File: src/rtl/pixel_stream_packer_pkg.sv
// pixel_stream_packer_pkg
// Shared pixel/stream definitions for the shading-output packer.
//   rgb24_t        : packed RGB888 pixel, r in [23:16], g in [15:8], b in [7:0]
//   AXIS_PAD       : filler byte placed above the pixel in a 32-bit beat
//   axis_pack_rgb  : builds the 32-bit AXI4-Stream word {pad, r, g, b}
package pixel_stream_packer_pkg;

  localparam logic [7:0] AXIS_PAD = 8'h00;

  typedef struct packed {
    logic [7:0] r;
    logic [7:0] g;
    logic [7:0] b;
  } rgb24_t;

  function automatic logic [31:0] axis_pack_rgb(rgb24_t pix);
    return {AXIS_PAD, pix.r, pix.g, pix.b};
  endfunction

endpackage

File: src/rtl/pixel_stream_packer_sync_fifo.sv
// sync_fifo
// Single-clock first-word-fall-through FIFO: the head entry is visible on
// rd_data whenever empty is low, and rd_en consumes it.
// Ports:
//   clk, rst_n      : rising-edge clock, synchronous active-low reset
//   wr_en, wr_data  : push request and data (ignored while full)
//   rd_en, rd_data  : pop request (ignored while empty) and head entry
//   full, empty     : occupancy flags from the registered count
//   level           : current occupancy, 0..DEPTH
module sync_fifo
  import pixel_stream_packer_pkg::*;
#(
  parameter int WIDTH = 24,
  parameter int DEPTH = 4
) (
  input  logic                   clk,
  input  logic                   rst_n,
  input  logic                   wr_en,
  input  logic [WIDTH-1:0]       wr_data,
  input  logic                   rd_en,
  output logic [WIDTH-1:0]       rd_data,
  output logic                   full,
  output logic                   empty,
  output logic [$clog2(DEPTH):0] level
);

  localparam int AW = $clog2(DEPTH);
  localparam logic [AW:0] FULL_LEVEL = (AW+1)'(DEPTH);

  logic [WIDTH-1:0] mem_q [DEPTH];
  logic [AW-1:0]    wrPtr_q, wrPtr_d;
  logic [AW-1:0]    rdPtr_q, rdPtr_d;
  logic [AW:0]      count_q, count_d;
  logic             doWrite, doRead;

  assign full    = (count_q == FULL_LEVEL);
  assign empty   = (count_q == '0);
  assign doWrite = wr_en && !full;
  assign doRead  = rd_en && !empty;
  assign rd_data = mem_q[rdPtr_q];
  assign level   = count_q;

  // Pointers wrap naturally because DEPTH is a power of two; the count
  // carries the extra bit that distinguishes full from empty.
  always_comb begin
    wrPtr_d = wrPtr_q;
    rdPtr_d = rdPtr_q;
    count_d = count_q;
    if (doWrite) wrPtr_d = wrPtr_q + AW'(1);
    if (doRead)  rdPtr_d = rdPtr_q + AW'(1);
    case ({doWrite, doRead})
      2'b10:   count_d = count_q + (AW+1)'(1);
      2'b01:   count_d = count_q - (AW+1)'(1);
      default: count_d = count_q;
    endcase
  end

  always_ff @(posedge clk) begin
    if (!rst_n) begin
      wrPtr_q <= '0;
      rdPtr_q <= '0;
      count_q <= '0;
    end else begin
      wrPtr_q <= wrPtr_d;
      rdPtr_q <= rdPtr_d;
      count_q <= count_d;
    end
  end

  // Storage is not reset; stale entries are never visible because the
  // count gates everything downstream.
  always_ff @(posedge clk) begin
    if (rst_n && doWrite) begin
      mem_q[wrPtr_q] <= wr_data;
    end
  end

endmodule

File: src/rtl/pixel_stream_packer.sv
// pixel_stream_packer
// Accepts valid-qualified RGB888 pixels from the shading pipeline, buffers
// them in a small FWFT FIFO and emits them as an AXI4-Stream video stream
// with start-of-frame (tuser) and end-of-line (tlast) from raster counters.
// Ports:
//   clk, rst_n                 : rising-edge clock, synchronous active-low reset
//   valid_in, pixel_in         : upstream pixel, accepted when valid_in && ready_out
//   ready_out                  : FIFO not full
//   m_axis_tdata/tvalid/tready : output beat {8'h00, R, G, B} and handshake
//   m_axis_tuser, m_axis_tlast : first pixel of frame / last pixel of line
//   frame_done                 : one-cycle pulse after the last beat of a frame
//   fifo_level                 : FIFO occupancy (debug)
module pixel_stream_packer
  import pixel_stream_packer_pkg::*;
#(
  parameter int IMG_WIDTH  = 640,
  parameter int IMG_HEIGHT = 480,
  parameter int FIFO_DEPTH = 4,
  parameter int PIX_WIDTH  = 24,
  parameter int AXIS_WIDTH = 32
) (
  input  logic                        clk,
  input  logic                        rst_n,
  input  logic                        valid_in,
  input  logic [PIX_WIDTH-1:0]        pixel_in,
  output logic                        ready_out,
  output logic [AXIS_WIDTH-1:0]       m_axis_tdata,
  output logic                        m_axis_tvalid,
  input  logic                        m_axis_tready,
  output logic                        m_axis_tuser,
  output logic                        m_axis_tlast,
  output logic                        frame_done,
  output logic [$clog2(FIFO_DEPTH):0] fifo_level
);

  // Counter widths are clamped to 1 so a single-line frame still elaborates.
  localparam int XW = (IMG_WIDTH  > 1) ? $clog2(IMG_WIDTH)  : 1;
  localparam int YW = (IMG_HEIGHT > 1) ? $clog2(IMG_HEIGHT) : 1;
  localparam logic [XW-1:0] X_LAST = XW'(IMG_WIDTH - 1);
  localparam logic [YW-1:0] Y_LAST = YW'(IMG_HEIGHT - 1);

  logic [PIX_WIDTH-1:0] fifoData;
  logic                 fifoFull, fifoEmpty;
  logic                 push, pop;
  logic                 lineEnd, frameEnd;
  logic [XW-1:0]        x_q, x_d;
  logic [YW-1:0]        y_q, y_d;
  logic                 frameDone_q, frameDone_d;

  assign ready_out     = !fifoFull;
  assign push          = valid_in && !fifoFull;
  assign m_axis_tvalid = !fifoEmpty;
  assign pop           = m_axis_tvalid && m_axis_tready;

  sync_fifo #(
    .WIDTH (PIX_WIDTH),
    .DEPTH (FIFO_DEPTH)
  ) u_fifo (
    .clk     (clk),
    .rst_n   (rst_n),
    .wr_en   (push),
    .wr_data (pixel_in),
    .rd_en   (pop),
    .rd_data (fifoData),
    .full    (fifoFull),
    .empty   (fifoEmpty),
    .level   (fifo_level)
  );

  assign lineEnd  = (x_q == X_LAST);
  assign frameEnd = lineEnd && (y_q == Y_LAST);

  // Sideband and data are forced to zero when no beat is offered. While a
  // beat stalls, the FIFO head and counters do not move, so all of these
  // stay constant until the handshake.
  assign m_axis_tdata = m_axis_tvalid ? AXIS_WIDTH'(axis_pack_rgb(rgb24_t'(fifoData))) : '0;
  assign m_axis_tuser = m_axis_tvalid && (x_q == '0) && (y_q == '0);
  assign m_axis_tlast = m_axis_tvalid && lineEnd;

  // Raster position advances only on an accepted output beat.
  always_comb begin
    x_d         = x_q;
    y_d         = y_q;
    frameDone_d = 1'b0;
    if (pop) begin
      if (lineEnd) begin
        x_d = '0;
        y_d = frameEnd ? '0 : y_q + YW'(1);
      end else begin
        x_d = x_q + XW'(1);
      end
      frameDone_d = frameEnd;
    end
  end

  always_ff @(posedge clk) begin
    if (!rst_n) begin
      x_q         <= '0;
      y_q         <= '0;
      frameDone_q <= 1'b0;
    end else begin
      x_q         <= x_d;
      y_q         <= y_d;
      frameDone_q <= frameDone_d;
    end
  end

  assign frame_done = frameDone_q;

endmodule

File: config.mk
export PLATFORM = sky130hd
export DESIGN_NAME = pixel_stream_packer
export DESIGN_NICKNAME = d
export VERILOG_FILES = /design/src/rtl/pixel_stream_packer_pkg.sv /design/src/rtl/pixel_stream_packer_sync_fifo.sv /design/src/rtl/pixel_stream_packer.sv
export SDC_FILE = /design/constraint.sdc
export NUM_CORES = 1
export LEC_CHECK = 0
export CAP_MARGIN = 25
export CORE_UTILIZATION = 50
export CTS_BUF_LIST = sky130_fd_sc_hd__clkbuf_8
export CTS_CLUSTER_DIAMETER = 30
export DETAILED_ROUTE_END_ITERATION = 10
export PLACE_DENSITY = 0.73
export SYNTH_ARGS = -nofsm -noshare
export SYNTH_HDL_FRONTEND = slang
export SYNTH_SLANG_ARGS = --single-unit
File: constraint.sdc
create_clock -name clk -period 2.7 [get_ports clk]
set_input_delay 0.405 -clock clk [delete_from_list [all_inputs] [get_ports clk]]
set_output_delay 0.405 -clock clk [all_outputs]
set_load 0.01 [all_outputs]
After elaboration in Yosys (flattened, before gate mapping):

Memories as Yosys holds them, arrays and structs flattened. A register that Yosys moved wholly into a read port is not among the register bits.
Index checks and enable logic that the tools add are counted.

* reduce and logical (&&, ||, !) cells: 17
* div/mod/pow operators: 0
* add/sub/neg operators: 6
* magnitude comparators: 0
* multipliers: 0
* bitwise operators: 0
* equal/unequal tests: 5
* mux-type cells: 8
* shifts and indexed selects: 0

Operators by type and width (count)
* two-way mux 24 bit: 1
* adder 10 x 1 -> 10 bit, second input constant: 1
* equality test 10 bit, second input constant: 1
* logical NOT 10 bit: 1
* two-way mux 10 bit: 1
* adder 9 x 1 -> 9 bit, second input constant: 1
* equality test 9 bit, second input constant: 1
* logical AND 1 bit: 9
* logical NOT 9 bit: 1
* two-way mux 9 bit: 1
* one-hot mux 3 bit (2 select lines): 1
* adder 2 x 1 -> 2 bit, second input constant: 2
* two-way mux 2 bit: 2
* AND reduction 2 bit: 2
* adder 3 x 1 -> 3 bit, second input constant: 1
* equality test 3 bit, second input constant: 1
* logical NOT 3 bit: 1
* subtractor 3 x 1 -> 3 bit, second input constant: 1
* equality test 2 x 1 -> 1 bit, second input constant: 1
* equality test 2 bit, second input constant: 1
* logical NOT 1 bit: 2
* two-way mux 1 bit: 2
* nonzero test 2 bit: 1

* output and inout bits: 40
* word-level logic and storage cells: 43
* memories kept: 1
* bits of input ports: 28
* bits in read-only memories: 0
* bits in writable memories: 96
* register bits after elaboration: 27
* bits in latches: 0

Memory list
* u_fifo.mem_q: words 4, width 24, read ports 1, clocked after Yosys merged registers in 1, write ports 1, line pixel_stream_packer_sync_fifo.sv:30 `logic [WIDTH-1:0] mem_q [DEPTH];`

Longest topological paths before layout:

* word-level depth: 7
* gate-level depth with buffers: 10
* mapped depth without buffers: 9

Hierarchy:

Synthesis repeated with hierarchy kept, for this count alone.

* cells, all modules: 347
* area total of the unflattened synthesis: 5331.4 µm²

Modules (own cells, without submodules)
* sync_fifo: area each 3997.6 µm², seq. area each 3062.9 µm², times used 1, cells an instance 180
* pixel_stream_packer: area each 1333.8 µm², seq. area each 400.4 µm², times used 1, cells an instance 167

Least setup slack after synthesis:

No wires, ideal clock.

* path kind: reg2reg
* start: register u_fifo.count_q[2] (netlist: u_fifo.level[2])
* end: register u_fifo.count_q[2] (netlist: u_fifo.level[2])
* buffers on the path: 1
* slack: 0.158 ns
* setup time: 0.071 ns
* data arrival time: 2.471 ns
* data required time: 2.629 ns
* cell stages (with the launch flop): 11
* clock period less this slack: 2.542 ns
* cells stage by stage: dfxtp_1 > or3b_2 > and2_1 > clkbuf_1 > inv_1 > ha_1 > inv_1 > fa_1 > xor2_1 > or3_1 > a21oi_1

* word-level cells in the longest chain between the ends: 6
* elaborated cells on any way between the ends: 14
* classes of those cells: add/sub (2); eq/ne (3); mux (1); reduce/logical (8)

RTL lines
* start, declared: line pixel_stream_packer_sync_fifo.sv:33 `logic [AW:0] count_q, count_d;`
* start signal, assigned: line pixel_stream_packer_sync_fifo.sv:66 `count_q <= count_d;`
* equality test 3 bit *: line pixel_stream_packer_sync_fifo.sv:36 `assign full = (count_q == FULL_LEVEL);`
* logical NOT 1 bit *
* named net ready_out: line pixel_stream_packer.sv:26 `output logic ready_out,`
* logical AND 1 bit: line pixel_stream_packer.sv:51 `assign push = valid_in && !fifoFull;`
* logical AND 1 bit *: line pixel_stream_packer_sync_fifo.sv:38 `assign doWrite = wr_en && !full;`
* equality test 2 x 1 -> 1 bit / equality test 2 bit (equally long branches): line pixel_stream_packer_sync_fifo.sv:51 `case ({doWrite, doRead})`
* one-hot mux 3 bit (2 select lines) / nonzero test 2 bit (equally long branches)

The timed path passes the listed nets; every way through them passes the cells marked *.
A chain may end at the register's enable or synchronous reset.

Worst setup path in the final report:

* start: register y_q[0]
* end: output m_axis_tuser

* word-level cells in the longest chain between the ends: 2

RTL lines
* start, declared: line pixel_stream_packer.sv:47 `logic [YW-1:0] y_q, y_d;`
* start signal, assigned: line pixel_stream_packer.sv:103 `y_q <= y_d;`
* logical NOT 9 bit: line pixel_stream_packer.sv:77 `assign m_axis_tuser = m_axis_tvalid && (x_q == '0) && (y_q == '0);`
* logical AND 1 bit: line pixel_stream_packer.sv:77
* end, declared: line pixel_stream_packer.sv:30 `output logic m_axis_tuser,`

No other way between the ends.

==> impl_summary.md <==
Run status
The run finished with clean final reports.

Drt
Summing over every cut layer, the via total after detailed routing is 3017. Summed over all layers, the routed wires come to 9299 um. The remaining antenna violation count after routing is 0. The DRC violation count after routing is 0. The vias per cell is 5.349.

The count of TritonRoute iterations in the first routing pass is 6. The average routed wire per standard cell is 16.49 um. The count of routing violations after the opening detailed-route iteration is 169.

Yosys
After synthesis the cells add up to 5197 um^2. For this run, asynchronously set or reset flops after synthesis account for 0%. The gate count of the mapped netlist is 342. Each instance of the synthesized netlist takes up on average 15.20 um^2. The most used flip-flop cell after synthesis is sky130_fd_sc_hd__edfxtp_1. The post-synthesis cell type count is 42. Counting flops with a built-in enable in the synthesized netlist gives 96. The biggest area consumer among synthesized cells is sky130_fd_sc_hd__edfxtp_1. Sequential cells were found to cover 66.63% of the synthesized design area.

By area the synthesized netlist is led by sky130_fd_sc_hd__edfxtp_1 (55%), sky130_fd_sc_hd__dfxtp_1 (11%), sky130_fd_sc_hd__mux4_2 (10%). In this run, synthesis produced a sequential element count of 125. Yosys printed 0 warnings. The share of synthesized area in the top cell type comes to 55.46%.

STA
Setup violations remaining at the end of the flow were counted as 0. In this run the tightest slew margin relative to its limit is 57.91%. For the pin with the worst max-slew slack, the measured transition is 627.5 ps. The final critical path takes up 95.99% of the cycle. Static timing analysis puts the maximum clock frequency at 385.8 MHz. The tightest hold margin is 512.4 ps. The number of hold violations in the final report is 0. Adding up every negative setup slack in the final design gives 0 ps. The count of pins over their slew limit is 0.

The worst path in the final design needs a cycle of 2592 ps, including I/O delays and setup. Setup repair after global routing left no endpoint under its margin. The clock tree skew after final layout is 9.920 ps.

Worst setup path
Traced cell by cell, the critical path runs through inv_1, ha_1, nand2_1, nor3_1, nand3_1, nor4_1, clkdlybuf4s50_1. The kind of end point of the critical path is an output pin. On the critical path, the stage with the largest delay is an instance of sky130_fd_sc_hd__clkdlybuf4s50_1. For the worst setup path, the data arrival time is 2190 ps.

In this run the critical register-to-register path is launched from u_fifo.level[2]. The critical path class is reg -> out. The worst stage delay on the critical path is 600 ps.

The number of buffer and inverter stages on the critical path is 2. The kind of cell with the highest combined delay on the critical path is buffers and inverters. In this run the worst path has a maximum fanout of 7. The launching element type of the critical path is a flop. The critical path data required time is 2300 ps. The worst register-to-register path has a setup slack of 160 ps. The total number of cells along the worst setup path is 7. The endpoint identified for the worst register-to-register timing path is u_fifo.level[2].

Measured in cells, the most critical reg-to-reg path has a length of 9.

Worst hold path
The worst hold path terminates at u_fifo.wrPtr_q[1]. The min-delay analysis places its worst path in the category reg -> reg. Along the worst hold path, the cell count comes to 2. The launch point of the worst hold path is u_fifo.wrPtr_q[1].

Final layout
After routing the design area is 6366 um^2. The repair_antennas step left the layout with diodes totalling 0. The share of final-layout standard cells stronger than drive strength 1 is 17.17%. The post-layout utilization of the core is 64.24%. The post-layout net count is 457. In the layout the commonest cells are sky130_fd_sc_hd__edfxtp_1 (96), sky130_fd_sc_hd__clkdlybuf4s50_1 (59), sky130_fd_sc_hd__dfxtp_1 (28). Leaving out fill and tap cells, the most frequent cell in the layout is sky130_fd_sc_hd__edfxtp_1.

The area growth from synthesis to layout is 22.48%.

Placed design
The count of buffers added on input and output ports is 59. The congestion estimate from routability-driven global placement came to 0.8166. The placement-stage cell area is 5978 um^2. The HPWL after detailed placement is 5927 um.

Floorplan
The floorplan step set the die height to 104.0 um. The core region area is 9910 um^2. After floorplanning, the core was divided into 36 placement rows. During I/O placement, the number of pins put on the boundary was 68. The die area is 10810 um^2. The initial utilization of the core area, before any placement, comes to 52.45%.

The die extent in x is 104.0 um.

Global route
Global routing consumed, over all layers together, 18.61% of the routing resources. The pin count of the biggest net entering global routing is 25. Global routing finished with a remaining overflow of 0. The first-pass GRT wire length is 15320 um.

The initial antenna violation count came to 0. The number of global-route vias before repair is 3070.

Clock network
The maximum root-to-sink buffer count is 2. The count of buffers added by post-CTS timing repair for setup is 0. After clock tree synthesis, the clock-pin slew on the worst setup and hold paths is 70 ps.

The CTS buffer count is 17. The count of instances resized after the clock tree is built is 0. The H-tree was split into 4 levels. The later pin in the worst-skew pair is clocked with a latency of 420 ps.

For this design, the sink count on the clock tree is 125. The count of hold-fix buffers inserted at cts is 0. TritonCTS built the clock tree. The tree is rooted in a sky130_fd_sc_hd__clkbuf_8.

Pwr
The fraction of power consumed by sequential logic is 40.8%. In this run switching power makes up 28.79% of total power. The switching component of the power is 1616 uW. The clock network burns 27.2% of the power.

Combinational logic burns 32.0% of the power. The internal power of the cells is 3997 uW. The power density relative to cell area is 881.7 nW/um^2. Summed over all cells, the static leakage comes to 0.002069 uW. The total power is 5613 uW. The worst IR drop on VDD is 0.5795 mV.

Run
Max-cap violations in this run came to 0.
[power by group through the flow]
stage          combinational (uW)  clock (uW)  sequential [uW]
6_report                     1800        1530             2290
5_1_grt                      1950        1640             2300
4_1_cts                      1840        1560             2290
3_5_place_dp                 1830           0             2330
3_3_place_gp                 1810           0             2320
2_1_floorplan                 988           0             2310
[per-layer routing]
| layer | share of wire, % | wire length [um] | vias up | global-route usage (%) |
|---|---|---|---|---|
| met5 | 0 | 0 | - | 0 |
| met4 | 0.95 | 88 | 0 | 5.510 |
| met3 | 4.9 | 456 | 11 | 5.075 |
| met2 | 51 | 4726 | 94 | 31.38 |
| met1 | 43 | 4027 | 1486 | 23.60 |
| li1 | - | - | 1426 | - |
[synth_stat cells (all sizes together), types with 2 or more instances]
cell and count:
xnor2 9, xor2 5, nor3 5, a21oi 9, o21ai 5, nor2b 25, nand4 5, and3 4
nand2 17, ha 9, or3 3, dfxtp 29, nand3b 2, nor4 11, nand3 6, clkinv 2
nor2 21, inv 14, o31ai 3, or4 4, a32o 2, clkbuf 9, edfxtp 96, mux4 24
buf 12
[kinds of logic after synthesis]
| family | share of synthesized area, % |
|---|---|
| simple gates | 11.68 |
| buf+inv | 3.442 |
| mux | 10.59 |
| other cells | 0.07215 |
| xor+xnor | 2.359 |
| flops | 66.63 |
| compound gates | 2.672 |
| fa+ha+maj | 2.552 |
[worst max path at each step]
stage                         start  slack, ps         endpoint
floorplan           u_fifo.level[2]        160  u_fifo.level[2]
global placement      m_axis_tready        230  u_fifo.level[2]
detailed placement  u_fifo.level[2]        160  u_fifo.level[2]
CTS                          x_q[0]         40     m_axis_tlast
global route        u_fifo.level[2]          8  u_fifo.level[2]
finish                       y_q[0]        110     m_axis_tuser
[tightest hold or removal path, stage by stage (launching register included)]
cell	delay [ps]
sky130_fd_sc_hd__dfxtp_1	340
sky130_fd_sc_hd__nand2_1	70
sky130_fd_sc_hd__a21oi_1	60
[flip-flops by register name, indices dropped and copies added (netlist names), named ones only]
signal and cells:
y_q 9, u_fifo.level 3, x_q 10, frame_done 1, u_fifo.rdPtr_q 2, u_fifo.mem_q 96
u_fifo.wrPtr_q 2
[layout make-up]
| type | count | area [um^2] |
|---|---|---|
| flip-flops and latches | 125 | 3465 |
| repair buffers | 72 | 700.7 |
| fillers | 735 | 3543 |
| clock inverters | 14 | 145.1 |
| multi-input cells | 187 | 1595 |
| well taps | 133 | 166.4 |
| clock buffers | 17 | 234.0 |
| inverters | 16 | 60.06 |
[through the flow]
step	std cells	setup slack, ps
after floorplan	349	158.3
after global placement	533	231.3
after detailed placement	533	157.4
after CTS	564	44.89
after global routing	564	7.746
final	564	108.2
No activity file was read; power rests on OpenSTA's default activity.
